## src/rtl/btn_pkg.sv

```systemverilog
// btn_pkg: shared FSM encoding, default 24 MHz timing constants and a
// small helper used to size the per-channel counters.
package btn_pkg;

    localparam int SYS_CLK_HZ          = 24_000_000;
    localparam int DEF_DEBOUNCE_CYCLES = SYS_CLK_HZ / 100;   // 10 ms
    localparam int DEF_LONG_CYCLES     = SYS_CLK_HZ;         // 1 s
    localparam int DEF_REPEAT_CYCLES   = SYS_CLK_HZ / 4;     // 250 ms

    typedef enum logic [1:0] {
        BTN_RELEASED = 2'd0,
        BTN_PRESSED  = 2'd1,
        BTN_HELD     = 2'd2
    } btn_fsm_e;

    function automatic int max_int(input int a, input int b);
        return (a > b) ? a : b;
    endfunction

endpackage

```

## src/rtl/btn_reader_if.sv

```systemverilog
// btn_reader_if: raw button pins plus the debounced level and event pulses.
// master = btn_reader side, slave = board pins / consuming control logic.
interface btn_reader_if #(
    parameter int N_BTN = 2
);
    logic [N_BTN-1:0] btn_n;
    logic [N_BTN-1:0] btn_state;
    logic [N_BTN-1:0] press_pulse;
    logic [N_BTN-1:0] release_pulse;
    logic [N_BTN-1:0] long_pulse;

    modport master (
        input  btn_n,
        output btn_state, press_pulse, release_pulse, long_pulse
    );

    modport slave (
        output btn_n,
        input  btn_state, press_pulse, release_pulse, long_pulse
    );
endinterface

```

## src/rtl/btn_channel.sv

```systemverilog
// btn_channel: one button - 2-flop synchroniser, debounce filter and
// press-classification FSM (RELEASED / PRESSED / HELD).
// Optional macro BTN_AUTOREPEAT_EN adds periodic long_pulse while HELD.
module btn_channel
    import btn_pkg::*;
#(
    parameter int DEBOUNCE_CYCLES = DEF_DEBOUNCE_CYCLES,
    parameter int LONG_CYCLES     = DEF_LONG_CYCLES,
    parameter int REPEAT_CYCLES   = DEF_REPEAT_CYCLES
) (
    input  logic sys_clk,
    input  logic sys_rst_n,
    input  logic btn_n,
    output logic btn_state,
    output logic press_pulse,
    output logic release_pulse,
    output logic long_pulse
);

    localparam int DB_W  = $clog2(DEBOUNCE_CYCLES + 1);
    localparam int CNT_W = $clog2(max_int(LONG_CYCLES, REPEAT_CYCLES) + 1);

    logic             sync0, sync1, s_lvl;
    logic [DB_W-1:0]  db_cnt;
    logic             db_lvl;
    logic             rise, fall;
    btn_fsm_e         state_q, state_d;
    logic [CNT_W-1:0] long_cnt;
    logic             long_hit, rep_hit;
    logic             press_d, release_d, long_d;

    // Two-flop synchroniser; reset value 1 = released pin.
    always_ff @(posedge sys_clk or negedge sys_rst_n) begin
        if (!sys_rst_n) begin
            sync0 <= 1'b1;
            sync1 <= 1'b1;
        end else begin
            sync0 <= btn_n;
            sync1 <= sync0;
        end
    end

    assign s_lvl = ~sync1;

    // Debounce: accept a new level after DEBOUNCE_CYCLES consecutive mismatches.
    always_ff @(posedge sys_clk or negedge sys_rst_n) begin
        if (!sys_rst_n) begin
            db_cnt <= '0;
            db_lvl <= 1'b0;
        end else if (s_lvl == db_lvl) begin
            db_cnt <= '0;
        end else if (db_cnt == DB_W'(DEBOUNCE_CYCLES - 1)) begin
            db_lvl <= ~db_lvl;
            db_cnt <= '0;
        end else begin
            db_cnt <= db_cnt + DB_W'(1);
        end
    end

    // btn_state is the registered copy of db_lvl, so edges are seen here
    // in the same cycle the pulses are computed.
    assign rise = db_lvl & ~btn_state;
    assign fall = ~db_lvl & btn_state;

    // Threshold hit is one count early because the pulse is registered;
    // a simultaneous release suppresses it.
    assign long_hit = (state_q == BTN_PRESSED) && !fall &&
                      (long_cnt == CNT_W'(LONG_CYCLES - 2));

    // FSM state and registered outputs.
    always_ff @(posedge sys_clk or negedge sys_rst_n) begin
        if (!sys_rst_n) begin
            state_q       <= BTN_RELEASED;
            btn_state     <= 1'b0;
            press_pulse   <= 1'b0;
            release_pulse <= 1'b0;
            long_pulse    <= 1'b0;
        end else begin
            state_q       <= state_d;
            btn_state     <= db_lvl;
            press_pulse   <= press_d;
            release_pulse <= release_d;
            long_pulse    <= long_d;
        end
    end

    // Next-state logic.
    always_comb begin
        state_d = state_q;
        case (state_q)
            BTN_RELEASED: if (rise)          state_d = BTN_PRESSED;
            BTN_PRESSED:  if (fall)          state_d = BTN_RELEASED;
                          else if (long_hit) state_d = BTN_HELD;
            BTN_HELD:     if (fall)          state_d = BTN_RELEASED;
            default:                         state_d = BTN_RELEASED;
        endcase
    end

    // Output decode, registered above.
    always_comb begin
        press_d   = (state_q == BTN_RELEASED) && rise;
        release_d = (state_q != BTN_RELEASED) && fall;
        long_d    = long_hit || rep_hit;
    end

    // Long counter runs only while PRESSED; FSM leaves PRESSED before overflow.
    always_ff @(posedge sys_clk or negedge sys_rst_n) begin
        if (!sys_rst_n)
            long_cnt <= '0;
        else if (state_q == BTN_PRESSED && !fall)
            long_cnt <= long_cnt + CNT_W'(1);
        else
            long_cnt <= '0;
    end

`ifdef BTN_AUTOREPEAT_EN
    logic [CNT_W-1:0] rep_cnt;

    assign rep_hit = (state_q == BTN_HELD) && !fall &&
                     (rep_cnt == CNT_W'(REPEAT_CYCLES - 1));

    // Repeat counter: zero on HELD entry, wraps every REPEAT_CYCLES.
    always_ff @(posedge sys_clk or negedge sys_rst_n) begin
        if (!sys_rst_n)
            rep_cnt <= '0;
        else if (state_q != BTN_HELD || fall || rep_hit)
            rep_cnt <= '0;
        else
            rep_cnt <= rep_cnt + CNT_W'(1);
    end
`else
    assign rep_hit = 1'b0;
`endif

endmodule

```

## src/rtl/btn_reader.sv

```systemverilog
// btn_reader: N_BTN independent debounced button channels.
// Optional macro BTN_AUTOREPEAT_EN enables long_pulse auto-repeat in HELD.
module btn_reader
    import btn_pkg::*;
#(
    parameter int N_BTN           = 2,
    parameter int DEBOUNCE_CYCLES = DEF_DEBOUNCE_CYCLES,
    parameter int LONG_CYCLES     = DEF_LONG_CYCLES,
    parameter int REPEAT_CYCLES   = DEF_REPEAT_CYCLES
) (
    input  logic         sys_clk,
    input  logic         sys_rst_n,
    btn_reader_if.master bus
);

    logic [N_BTN-1:0] state_w, press_w, release_w, long_w;

    // One channel instance per button.
    for (genvar i = 0; i < N_BTN; i++) begin : g_ch
        btn_channel #(
            .DEBOUNCE_CYCLES (DEBOUNCE_CYCLES),
            .LONG_CYCLES     (LONG_CYCLES),
            .REPEAT_CYCLES   (REPEAT_CYCLES)
        ) u_ch (
            .sys_clk       (sys_clk),
            .sys_rst_n     (sys_rst_n),
            .btn_n         (bus.btn_n[i]),
            .btn_state     (state_w[i]),
            .press_pulse   (press_w[i]),
            .release_pulse (release_w[i]),
            .long_pulse    (long_w[i])
        );
    end

    assign bus.btn_state     = state_w;
    assign bus.press_pulse   = press_w;
    assign bus.release_pulse = release_w;
    assign bus.long_pulse    = long_w;

endmodule

```

## src/flat_wrapper.sv

```systemverilog
// flat-port wrapper written by rule: the top's interface ports become plain ports
module btn_reader_flat import btn_pkg::*;
#(
    parameter int N_BTN           = 2,
    parameter int DEBOUNCE_CYCLES = DEF_DEBOUNCE_CYCLES,
    parameter int LONG_CYCLES     = DEF_LONG_CYCLES,
    parameter int REPEAT_CYCLES   = DEF_REPEAT_CYCLES
)
  (sys_clk, sys_rst_n, bus_btn_n, bus_btn_state, bus_press_pulse, bus_release_pulse, bus_long_pulse);
  btn_reader_if #(.N_BTN(N_BTN)) bus_i ();
  input  logic sys_clk;
  input  logic sys_rst_n;
  input wire logic [$bits(bus_i.btn_n)-1:0] bus_btn_n;
  output wire logic [$bits(bus_i.btn_state)-1:0] bus_btn_state;
  output wire logic [$bits(bus_i.press_pulse)-1:0] bus_press_pulse;
  output wire logic [$bits(bus_i.release_pulse)-1:0] bus_release_pulse;
  output wire logic [$bits(bus_i.long_pulse)-1:0] bus_long_pulse;
  assign bus_i.btn_n = bus_btn_n;
  assign bus_btn_state = bus_i.btn_state;
  assign bus_press_pulse = bus_i.press_pulse;
  assign bus_release_pulse = bus_i.release_pulse;
  assign bus_long_pulse = bus_i.long_pulse;
  btn_reader #(.N_BTN(N_BTN), .DEBOUNCE_CYCLES(DEBOUNCE_CYCLES), .LONG_CYCLES(LONG_CYCLES), .REPEAT_CYCLES(REPEAT_CYCLES)) u_core (.sys_clk(sys_clk), .sys_rst_n(sys_rst_n), .bus(bus_i));
endmodule
```

## config.mk

```make
export PLATFORM = sky130hd
export DESIGN_NAME = btn_reader_flat
export DESIGN_NICKNAME = d
export VERILOG_FILES = /design/src/rtl/btn_pkg.sv /design/src/rtl/btn_reader_if.sv /design/src/rtl/btn_channel.sv /design/src/rtl/btn_reader.sv /design/src/flat_wrapper.sv
export SDC_FILE = /design/constraint.sdc
export NUM_CORES = 1
export LEC_CHECK = 0
export ABC_CLOCK_PERIOD_IN_PS = 3700
export CAP_MARGIN = 10
export CORE_MARGIN = 4
export CORE_UTILIZATION = 65
export DETAILED_ROUTE_END_ITERATION = 16
export PLACE_DENSITY = 0.89
export RECOVER_POWER = 25
export SLEW_MARGIN = 25
export SYNTH_ARGS = -nofsm -noshare
export SYNTH_HDL_FRONTEND = slang
export SYNTH_SLANG_ARGS = --single-unit
```

## constraint.sdc

```tcl
create_clock -name sys_clk -period 3.7 [get_ports sys_clk]
set_clock_uncertainty 0.15 [all_clocks]
set_input_delay 0.37 -clock sys_clk [delete_from_list [all_inputs] [get_ports sys_clk]]
set_output_delay 0.37 -clock sys_clk [all_outputs]
set_load 0.1 [all_outputs]
```

Yosys cells after proc, flatten, opt, wreduce, memory -nomap -nowiden
Cells that the tools add are included.
Storage, ports and cells
  register bits after elaboration: 104
  latch bits: 0
  bits in writable memories: 0
  memory bits (read-only): 0
  input port bits: 4
  output and inout port bits: 8
  logic and storage cells: 86
  memories: 0
Operators by class
  add/sub/neg operators: 4
  $mul: 0
  divide/modulo/power cells: 0
  magnitude comparators: 0
  equal/unequal tests: 16
  shifts and indexed selects: 0
  mux-type cells: 16
  bitwise operators: 12
  reduce and logical (&&, ||, !) cells: 18
Operator list (number)
  two-way mux 18 bit: 4
  adder 25 x 1 -> 25 bit, second input constant: 2
  equality test 25 bit, second input constant: 2
  two-way mux 25 bit: 2
  adder 18 x 1 -> 18 bit, second input constant: 2
  equality test 18 bit, second input constant: 2
  two-way mux 2 bit: 8
  one-hot mux 2 bit (3 select lines): 2
  logical AND 1 bit: 8
  inequality test 2 bit, second input constant: 4
  inverter 1 bit: 8
  inequality test 3 bit, second input constant: 2
  AND reduction 3 bit: 2
  bitwise AND 1 bit: 4
  equality test 2 x 1 -> 1 bit, second input constant: 2
  equality test 2 bit, second input constant: 2
  zero test 2 bit: 2
  AND reduction 2 bit: 2
  nonzero test 2 bit: 2
  equality test 1 bit: 2
  zero test 1 bit: 2

Depth between registers and ports, before layout
Gate-level depths: netlist of run 1.
  depth in word-level cells: 8
  gate-level depth with buffers: 6
  mapped depth without buffers: 6

Cells and area by module
From an unflattened synthesis of run 1, not the netlist that was laid out.
Unflattened totals
  cells, all modules: 504
  area, all modules: 5022.3 um^2
Modules (own cells, without submodules)
  btn_channel: times used 2, cells each 252, area each 2511.2 um^2, seq. area each 1303.8 um^2

Least setup slack after synthesis of run 1
OpenSTA, ideal clock, no wires.
  path kind: register -> register
  start point: register u_core.g_ch[0].u_ch.long_cnt[0]
  end point: register u_core.g_ch[0].u_ch.long_cnt[18]
  setup time: 78 ps
  arrival time: 1746 ps
  data required time: 3472 ps
  path slack: 1726 ps
  stages on the path, launching flop included: 7
  buffers on the path: 1
  clock period less this slack: 1974 ps
  cell sequence: dfrtp_1 ha_1 and3_1 buf_2 nand2_1 or4b_2 a21oi_1
On the way
  word-level cells in the longest chain between the ends: 2
RTL lines
  from (decl): line btn_channel.sv:28  | logic [CNT_W-1:0] long_cnt;
  from (signal assigned): line btn_channel.sv:111  | long_cnt <= long_cnt + CNT_W'(1);
  adder 25 x 1 -> 25 bit: line btn_channel.sv:111
  two-way mux 25 bit: line btn_channel.sv:110  | else if (state_q == BTN_PRESSED && !fall)
Every way passes these cells.
A chain may end at the register's enable or synchronous reset.

Worst setup path after layout of run 1
  start point: register u_core.g_ch[1].u_ch.btn_state
  end point: output port bus_btn_state[1]
RTL lines
  from (decl): line btn_channel.sv:14  | output logic btn_state,
  from (signal assigned): line btn_channel.sv:80  | btn_state <= db_lvl;
  to (decl): line flat_wrapper.sv:14  | output wire logic [$bits(bus_i.btn_state)-1:0] bus_btn_state;
No word-level cell between the ends.

==> results of run 1 <==
[how the worst max path moves through the flow]
stage,start,to,slack (ns),cells past startpoint
floorplan,u_core.g_ch[0].u_ch.long_cnt[0],u_core.g_ch[0].u_ch.long_cnt[18],1.73,6
global placement,u_core.g_ch[0].u_ch.db_cnt[0],u_core.g_ch[0].u_ch.db_cnt[3],1.53,6
detailed placement,u_core.g_ch[0].u_ch.db_cnt[0],u_core.g_ch[0].u_ch.db_cnt[2],1.44,6
CTS,u_core.g_ch[1].u_ch.btn_state,bus_btn_state[1],1.22,1
global route,u_core.g_ch[1].u_ch.btn_state,bus_btn_state[1],1.20,1
finish,u_core.g_ch[1].u_ch.btn_state,bus_btn_state[1],1.25,1
[power groups by stage]
| stage | sequential [uW] | clock (uW) | combinational (uW) |
|---|---|---|---|
| after detailed placement | 1170 | 0 | 45.7 |
| after CTS | 1150 | 755 | 46.9 |
| after global routing | 1150 | 803 | 52.1 |
| after global placement | 1170 | 0 | 43.4 |
| after floorplan | 1170 | 0 | 14.9 |
| final | 1150 | 743 | 44.1 |
[synthesized netlist by cell type, drive strengths merged (4+ instances only)]
library cell and n:
nor4 14, or4b 4, or3 6, dfstp 4
clkbuf 10, o21ai 11, ha 6, o31ai 13
or4 17, nor3 9, xor2 26, nor2 68
nand4 26, xnor2 29, nand2 29, inv 14
dfrtp 100, and4 8, a21oi 22, nor2b 4
nand3b 4, and3 7, buf 15, nand3 33
[flip-flops by register name, indices dropped and copies added, names as in the netlist]
signal,cells
u_core.g_ch.u_ch.long_pulse,2
u_core.g_ch.u_ch.btn_state,2
u_core.g_ch.u_ch.sync0,2
u_core.g_ch.u_ch.long_cnt,50
u_core.g_ch.u_ch.db_lvl,2
u_core.g_ch.u_ch.release_pulse,2
u_core.g_ch.u_ch.db_cnt,36
u_core.g_ch.u_ch.sync1,2
u_core.g_ch.u_ch.state_q,4
u_core.g_ch.u_ch.press_pulse,2
[metrics by stage]
step	cells	hold WS [ns]
after floorplan	512	-0.0756
after global placement	603	0.195
after detailed placement	603	0.198
after CTS	620	0.213
after global routing	621	0.218
final	621	0.214
[cell families (layout without fill, tap and decap cells)]
| family | after synthesis | count (layout) | synth area share [%] |
|---|---|---|---|
| buffers and inverters | 39 | 46 | 3.79 |
| DFF | 104 | 104 | 50.9 |
| adders and majority gates | 6 | 6 | 1.47 |
| AOI/OAI and AO/OA | 57 | 57 | 6.92 |
| and+or+nand+nor | 251 | 251 | 27.5 |
| xor gates and xnor gates | 55 | 55 | 9.41 |
[layer usage]
| metal | vias up | track usage (%) | wire [um] |
|---|---|---|---|
| li1 | 1841 | - | - |
| met1 | 1880 | 27.9 | 4290 |
| met2 | 100 | 36.8 | 5020 |
| met3 | 22 | 4.40 | 368 |
| met4 | 0 | 8.42 | 235 |
| met5 | - | 0 | 0 |
[area by class of cell]
cell class	instances	area, um^2
clock buffer	9	124
clock inverter	7	88.8
fill	551	2220
inverter	14	52.6
multi-input combinational	369	2320
sequential	104	2610
tap	102	128
timing repair buffer	16	149
==> Flow_metrics.wiki, run 1 <==
{| class="wikitable"
! Metric !! Value
|-
| Share of final-layout standard cells stronger than drive strength 1 || 7.90%
|-
| H-tree Lvls || 3
|-
| Required time at the endpoint of the critical path || 3.18 ns
|-
| Average size of a mapped cell || 10.0 um^2
|-
| Max-capacitance violation count || 0
|-
| Total Power Consumption || 1940 uW
|-
| Number of diodes added for antenna fixing || 0
|-
| Result of the run || completed
|-
| GRT Resource Usage Total || 21.8%
|-
| Quantity of hold-fixing buffers added after cts || 1
|-
| Number of violations reported at the end of detailed-routing iteration 0 || 265
|-
| Area grow syn2layout || 6.79%
|-
| Weighted congestion reported at the end of routability-driven placement || 0.884
|-
| Number of buffers on the longest clock path || 2
|-
| Family with the most delay on the worst path || buffers and inverters
|-
| PnR worst setup slack || 1.25 ns
|-
| Share of Yosys cell area claimed by the top area cell type || 48.9%
|-
| Category of the worst setup path launch point || flop
|-
| Worst Path Buf+Inv || 1
|-
| Reg2reg setup slack || 1.41 ns
|-
| Slowest library cell on the worst path || clkdlybuf4s50_1
|-
| Aggregate negative setup slack || 0 ns
|-
| Most common library cell in the layout ignoring fill and taps || dfrtp_1
|-
| Internal Pwr Total || 1480 uW
|-
| Cell area after synthesis || 5120 um^2
|-
| Clock transition at the registers of the reported paths || 0.10 ns
|-
| I/O Buffers || 11
|-
| Number of cells on the worst hold path || 0
|-
| Worst setup path category || flop to output port
|-
| Net count of the finished layout || 524
|-
| Post-layout util || 71.1%
|-
| Top-Level Pins || 12
|-
| Syn. warnings || 0
|-
| Net Count, Synth || 522
|-
| Area leader, netlist || dfrtp_1
|-
| Register bit total from synthesis || 104
|-
| Count of pins over their slew limit || 0
|-
| Sequential group share of total power || 59.4%
|-
| Number of setup buffers added after CTS || 0
|-
| CP arrival || 1.93 ns
|-
| Total CTS buffers || 9
|-
| Portion of total power attributed to the clock network || 38.3%
|-
| Num Clock Sinks || 104
|-
| Post-synthesis cell count || 512
|-
| Worst Hold Launch || u_core.g_ch[1].u_ch.sync0
|-
| Synth top area cells || dfrtp_1 49%, nor2_1 5.0%, xnor2_1 5.0%, xor2_1 4.4%, nand3_1 3.1%
|-
| Pin count of the biggest net entering global routing || 58
|-
| Number of endpoints failing setup at the final stage || 0
|-
| Initial Util || 66.6%
|-
| Horizontal die dimension || 96.8 um
|-
| Worst setup slack before clock tree synthesis || 1.44 ns
|-
| Static leakage || 0.00210 uW
|-
| Unrepaired setup endpoints after global routing || no
|-
| Die height || 96.8 um
|-
| Longest individual stage delay on the worst path || 1.15 ns
|-
| Hold Path Class || flop to flop
|-
| PwrDens || 355 nW/um^2
|-
| Hold violation count in the final report || 0
|-
| Proportion of total power due to net switching || 23.5%
|-
| CTS tree || yes
|-
| Endpoint with the worst hold slack || u_core.g_ch[1].u_ch.sync1
|-
| Insertion delay to the later sink of the worst-skew pair || 0.37 ns
|-
| Measured slew at the worst slew-check pin || 1.39 ns
|-
| Cell chain of the critical path || clkdlybuf4s50_1
|-
| Reg-to-reg critical path endpoint || u_core.g_ch[0].u_ch.long_cnt[18]
|-
| Highest attainable clock frequency || 0.408 GHz
|-
| Largest fanout on the critical path || 3
|-
| Post-synthesis sequential area ratio || 50.9%
|-
| Net switching power || 455 uW
|-
| FF-to-FF path depth || 5
|-
| Routed via count || 3,843
|-
| Final ANT Viol Nets || 0
|-
| Average wire per standard cell || 16.0 um
|-
| Std cell rows || 32
|-
| Relative max-transition margin || 7.01%
|-
| Overall routed net length || 9.92 mm
|-
| VDD IR-drop max || 0.210 mV
|-
| Placeable core region || 7690 um^2
|-
| Number of global-route vias before repair || 3,682
|-
| Sum of overflow across all layers after global routing || 0
|-
| Drt drc || 0
|-
| Via density per instance || 6.19
|-
| Crit share post-route || 66.3%
|-
| Commonest cells after routing, fill and taps aside || 100 x dfrtp_1, 68 x nor2_1, 32 x nand3_1
|-
| Combinational share of power || 2.3%
|-
| Worst R2R Start || u_core.g_ch[0].u_ch.long_cnt[0]
|-
| First-pass iteration count of the detailed router || 5
|-
| CP Capture Type || output port
|-
| Final critical path time including I/O delays and setup || 2.45 ns
|-
| Number of synthesized flops with an enable pin || 0
|-
| Post-layout instance area || 5470 um^2
|-
| Primary FF master, synth || dfrtp_1
|-
| Placed Area || 5240 um^2
|-
| Count of unique library cells instantiated by Yosys || 54
|-
| First-pass GRT wire length || 17.1 mm
|-
| Antenna violations before repair || 0
|-
| Placed wire-length estimate || 6.51 mm
|-
| Root cell of the clock tree || clkbuf_8
|-
| Die Footprint || 9360 um^2
|-
| Fraction of synthesis flops using an asynchronous set or reset pin || 100%
|-
| CTS-repair resized insts || 0
|}
No activity file was read; power rests on OpenSTA's default activity.
==> run 2, diff against run 1 <==
ABC_CLOCK_PERIOD_IN_PS = 2300   (was 3700)
CORE_UTILIZATION = 62   (was 65)
PLACE_DENSITY = 0.86   (was 0.89)
clock period = 2.3 ns   (was 3.7 ns; I/O delays follow)
==> run 2 against run 1 <==
  * Via count decreased by 1.0%
  * Cell area shrank 0.27%
  * Global-route usage shrank 0.87 points
  * Critical path depth rose by 4
  * Clock-buffer cell count up 2
  * Die area up 4.4%
  * Non-clock buffer count grew 6
  * Clock power grew 44%
  * Flip-flop and latch count is the same
  * Sequential power up 61%
  * Hold slack improved by 0.0045 ns
  * Sequential share of layout area increased by 0.13 points
  * Largest power group unchanged
==> Flow_metrics.wiki, run 2 (same netlist as run 1, synthesis figures left out) <==
{| class="wikitable"
! Metric !! Value
|-
| Regs by FF count || u_core.g_ch.u_ch.long_cnt x50, u_core.g_ch.u_ch.db_cnt x36, u_core.g_ch.u_ch.state_q x4
|-
| Hold violation count in the final report || 0
|-
| Die height || 98.9 um
|-
| Placed Area || 5280 um^2
|-
| Most common library cell in the layout ignoring fill and taps || dfrtp_1
|-
| Average wire per standard cell || 15.6 um
|-
| Net count of the finished layout || 530
|-
| Top-Level Pins || 12
|-
| Crit share post-route || 91.5%
|-
| Number of flip-flops under the largest register name || 50
|-
| Weighted congestion reported at the end of routability-driven placement || 0.872
|-
| Routed via count || 3,803
|-
| Result of the run || completed
|-
| Horizontal die dimension || 98.9 um
|-
| CP Capture Type || flop
|-
| Number of buffers on the longest clock path || 2
|-
| Insertion delay to the later sink of the worst-skew pair || 0.37 ns
|-
| Num Clock Sinks || 104
|-
| Overall routed net length || 9.76 mm
|-
| Aggregate negative setup slack || 0 ns
|-
| Unrepaired setup endpoints after global routing || no
|-
| Met1 global-route usage || 27.9%
|-
| I/O Buffers || 11
|-
| Required time at the endpoint of the critical path || 2.44 ns
|-
| H-tree Lvls || 3
|-
| Met3 Use GR || 4.81%
|-
| VDD IR-drop max || 0.296 mV
|-
| Area grow syn2layout || 6.50%
|-
| Sum of overflow across all layers after global routing || 0
|-
| Clock transition at the registers of the reported paths || 0.10 ns
|-
| Number of violations reported at the end of detailed-routing iteration 0 || 163
|-
| GRT Resource Usage Total || 21.0%
|-
| Placeable core region || 7890 um^2
|-
| Category of the worst setup path launch point || flop
|-
| Total CTS buffers || 9
|-
| Max-capacitance violation count || 0
|-
| Commonest cells after routing, fill and taps aside || 100 x dfrtp_1, 68 x nor2_1, 32 x nand3_1
|-
| Std cell rows || 32
|-
| Register with the most flip-flops || u_core.g_ch.u_ch.long_cnt
|-
| CP arrival || 2.24 ns
|-
| PwrDens || 550 nW/um^2
|-
| Placed wire-length estimate || 6.78 mm
|-
| Number of diodes added for antenna fixing || 0
|-
| Number of endpoints failing setup at the final stage || 0
|-
| Highest attainable clock frequency || 0.475 GHz
|-
| Count of pins over their slew limit || 0
|-
| Number of setup buffers added after CTS || 0
|-
| Static leakage || 0.00212 uW
|-
| Drt drc || 0
|-
| Post-layout instance area || 5450 um^2
|-
| First-pass GRT wire length || 17.0 mm
|-
| Layer with the highest usage after global routing || met2
|-
| Die Footprint || 9780 um^2
|-
| CTS tree || yes
|-
| Initial Util || 64.9%
|-
| Hold Path Class || flop to flop
|-
| Post-layout util || 69.1%
|-
| Pin count of the biggest net entering global routing || 47
|-
| Measured slew at the worst slew-check pin || 1.10 ns
|-
| Worst setup path category || flop to flop
|-
| Met2 demand-to-capacity share in global routing || 34.3%
|-
| Share of final-layout standard cells stronger than drive strength 1 || 10.1%
|-
| Root cell of the clock tree || clkbuf_8
|-
| Via density per instance || 6.07
|-
| Number of global-route vias before repair || 3,732
|-
| Final critical path time including I/O delays and setup || 2.10 ns
|-
| Largest fanout on the critical path || 5
|-
| Final ANT Viol Nets || 0
|-
| First-pass iteration count of the detailed router || 4
|-
| Antenna violations before repair || 0
|-
| Relative max-transition margin || 26.8%
|}
[run 2: power breakdown]
group | switching, uW | internal, uW | total, uW
clock | 636 | 436 | 1070
sequential | 12.3 | 1840 | 1850
combinational | 53.1 | 19.1 | 72.2
[run 2: path summary, 6_finish.rpt]
check	slack, ns	to	from	cells after the start
setup / recovery	0.20	u_core.g_ch[1].u_ch.db_cnt[16]	u_core.g_ch[1].u_ch.db_cnt[0]	5
hold / removal	0.22	u_core.g_ch[1].u_ch.sync1	u_core.g_ch[1].u_ch.sync0	0
setup reg to reg	0.20	u_core.g_ch[1].u_ch.db_cnt[16]	u_core.g_ch[1].u_ch.db_cnt[0]	5
hold reg to reg	0.22	u_core.g_ch[1].u_ch.sync1	u_core.g_ch[1].u_ch.sync0	0
max in group asynchronous	0.72	u_core.g_ch[1].u_ch.long_cnt[10]	sys_rst_n	3
min in group asynchronous	0.38	u_core.g_ch[0].u_ch.long_cnt[15]	sys_rst_n	3
[run 2: final cells by class]
type	instances	area [um^2]
sequential	104	2610
fill	578	2430
multi-input combinational	369	2320
timing repair buffer	22	163
clock buffer	11	141
tap	102	128
inverter	14	52.6
clock inverter	5	41.3
[run 2: metrics by stage]
step / hold slack, ns / power, uW / std cells / setup slack [ns]
finish: 0.218 / 3000 / 627 / 0.196
global route: 0.215 / 3110 / 627 / 0.0490
CTS: 0.0960 / 3040 / 627 / 0.193
detailed placement: 0.0855 / 1970 / 610 / 0.218
global placement: 0.0854 / 1970 / 610 / 0.299
floorplan: -0.216 / 1910 / 512 / 0.326
[run 2: worst max-delay path, cell delays in order (launching register included)]
cell and delay (ns):
dfrtp_1 0.42, ha_1 0.24, nand2_1 0.15, nor4_1 0.41, or3b_2 0.47, a21oi_1 0.18
[run 2: layer usage]
layer  wire length, um  vias to the layer above
met3               370                       14
met4               129                        0
met1              4420                     1877
met2              4840                       63
li1                  -                     1849
met5                 0                        -
[run 2: timing repair]
item / CTS / global route
setup endpoints to repair: 0 / 1
hold buffers: 1 / 0
resized for setup: 0 / 1
endpoints found under the hold margin: 102 / 0
==> run 3, diff against run 2 <==
CELL_PAD_IN_SITES_DETAIL_PLACEMENT = 1   (was not set)
CELL_PAD_IN_SITES_GLOBAL_PLACEMENT = 1   (was not set)
CORE_UTILIZATION = 49   (was 62)
PLACE_DENSITY = 0.85   (was 0.86)
==> run 3 against run 2 <==
  * Hold slack got worse by 0.0089 ns
  * Clock-buffer cell count decreased by 1
  * Register-to-register slack improved by 0.03 ns
  * Critical endpoint is now u_core.g_ch[1].u_ch.long_cnt[22]
  * Critical path depth unchanged
==> Flow_metrics.wiki, run 3 (same netlist as run 1, synthesis figures left out) <==
{| class="wikitable"
! Metric !! Value
|-
| Category of the worst setup path launch point || flop
|-
| PwrDens || 538 nW/um^2
|-
| Register with the most flip-flops || u_core.g_ch.u_ch.long_cnt
|-
| Hold Path Class || flop to flop
|-
| Count of pins over their slew limit || 0
|-
| Clock transition at the registers of the reported paths || 0.10 ns
|-
| Weighted congestion reported at the end of routability-driven placement || 0.827
|-
| Std cell rows || 37
|-
| Horizontal die dimension || 110 um
|-
| Number of violations reported at the end of detailed-routing iteration 0 || 135
|-
| Drt drc || 0
|-
| Max-capacitance violation count || 0
|-
| Measured slew at the worst slew-check pin || 1.06 ns
|-
| Post-layout util || 53.9%
|-
| Net count of the finished layout || 531
|-
| Number of endpoints failing setup at the final stage || 0
|-
| Longest individual stage delay on the worst path || 0.51 ns
|-
| Area grow syn2layout || 7.75%
|-
| CTS tree || yes
|-
| Routed via count || 3,805
|-
| Relative max-transition margin || 29.4%
|-
| Placed Area || 5330 um^2
|-
| Result of the run || completed
|-
| Number of flip-flops under the largest register name || 50
|-
| Hold violation count in the final report || 0
|-
| Placeable core region || 10,200 um^2
|-
| Aggregate negative setup slack || 0 ns
|-
| Sum of overflow across all layers after global routing || 0
|-
| Overall routed net length || 10.9 mm
|-
| First-pass iteration count of the detailed router || 4
|-
| Post-layout instance area || 5520 um^2
|-
| Commonest cells after routing, fill and taps aside || 100 x dfrtp_1, 68 x nor2_1, 32 x nand3_1
|-
| Final critical path time including I/O delays and setup || 2.07 ns
|-
| Unrepaired setup endpoints after global routing || no
|-
| I/O Buffers || 11
|-
| Highest attainable clock frequency || 0.482 GHz
|-
| Share of final-layout standard cells stronger than drive strength 1 || 10.6%
|-
| Required time at the endpoint of the critical path || 2.45 ns
|-
| Static leakage || 0.00213 uW
|-
| Top-Level Pins || 12
|-
| Number of diodes added for antenna fixing || 0
|-
| Pin count of the biggest net entering global routing || 51
|-
| H-tree Lvls || 3
|-
| Die height || 110 um
|-
| Final hold slack || 0.209 ns
|-
| Average wire per standard cell || 16.5 um
|-
| Final ANT Viol Nets || 0
|-
| Root cell of the clock tree || clkbuf_8
|-
| Worst Path Buf+Inv || 0
|-
| Number of global-route vias before repair || 3,943
|-
| Total Power Consumption || 2970 uW
|-
| Antenna violations before repair || 0
|-
| Slowest library cell on the worst path || or4_1
|-
| CP arrival || 2.22 ns
|-
| Regs by FF count || u_core.g_ch.u_ch.long_cnt x50, u_core.g_ch.u_ch.db_cnt x36, u_core.g_ch.u_ch.state_q x4
|-
| Largest fanout on the critical path || 6
|-
| VDD IR-drop max || 0.346 mV
|-
| Total CTS buffers || 9
|-
| Insertion delay to the later sink of the worst-skew pair || 0.38 ns
|-
| First-pass GRT wire length || 18.9 mm
|-
| GRT Resource Usage Total || 20.0%
|-
| CP Capture Type || flop
|-
| Family with the most delay on the worst path || simple AND/OR/NAND/NOR gates
|-
| Cell chain of the critical path || ha_1 > and3_1 > nand2_1 > or4_1 > a21oi_1
|-
| Worst setup path category || flop to flop
|-
| Number of setup buffers added after CTS || 0
|-
| Crit share post-route || 90.2%
|-
| Most common library cell in the layout ignoring fill and taps || dfrtp_1
|-
| Number of buffers on the longest clock path || 2
|-
| Via density per instance || 5.75
|-
| Die Footprint || 12,100 um^2
|-
| Num Clock Sinks || 104
|-
| Initial Util || 50.0%
|-
| Placed wire-length estimate || 7.81 mm
|}
[run 3: cell type report]
| class | instances | area (um^2) |
|---|---|---|
| clock buffer | 10 | 128 |
| clock inverter | 6 | 46.3 |
| fill | 1187 | 4710 |
| inverter | 14 | 52.6 |
| multi-input combinational | 369 | 2320 |
| sequential | 104 | 2610 |
| tap | 136 | 170 |
| timing repair buffer | 23 | 188 |
[run 3: metal layers]
| metal | vias up | wire length [um] | GRT usage (%) |
|---|---|---|---|
| met5 | - | 0 | 0 |
| met4 | 0 | 167 | 6.33 |
| met3 | 12 | 243 | 4.89 |
| met2 | 27 | 5620 | 34.1 |
| met1 | 1918 | 4920 | 25.0 |
| li1 | 1848 | - | - |
[run 3: per-stage QoR]
step	cells	setup slack (ns)
after global placement	645	0.290
after global routing	662	0.0432
after floorplan	512	0.326
final	662	0.226
after detailed placement	645	0.164
after CTS	662	0.139
[run 3: final timing paths]
path	slack (ns)	cells after the start	startpoint	endpoint
setup / recovery	0.23	5	u_core.g_ch[1].u_ch.long_cnt[0]	u_core.g_ch[1].u_ch.long_cnt[22]
hold / removal	0.21	0	u_core.g_ch[0].u_ch.sync0	u_core.g_ch[0].u_ch.sync1
setup reg to reg	0.23	5	u_core.g_ch[1].u_ch.long_cnt[0]	u_core.g_ch[1].u_ch.long_cnt[22]
hold reg to reg	0.21	0	u_core.g_ch[0].u_ch.sync0	u_core.g_ch[0].u_ch.sync1
max in group asynchronous	0.62	3	sys_rst_n	u_core.g_ch[1].u_ch.long_cnt[23]
min in group asynchronous	0.42	2	sys_rst_n	u_core.g_ch[0].u_ch.long_cnt[18]
[run 3: what timing repair did]
| item | 4_1_cts | 5_1_grt |
|---|---|---|
| setup endpoints to repair | 0 | 1 |
| hold buffers | 1 | 0 |
| gates resized for setup | 0 | 1 |
| hold endpoints to repair | 37 | 0 |
[run 3: report_power, final]
group          total (uW)  internal (uW)  switching (uW)
combinational        75.3           20.7            54.6
clock                1040            399             637
sequential           1850           1840            11.8
[run 3: worst register-to-register path, stage by stage (launching register included)]
cell	delay, ns
dfrtp_1	0.43
ha_1	0.24
and3_1	0.30
nand2_1	0.20
or4_1	0.51
a21oi_1	0.17
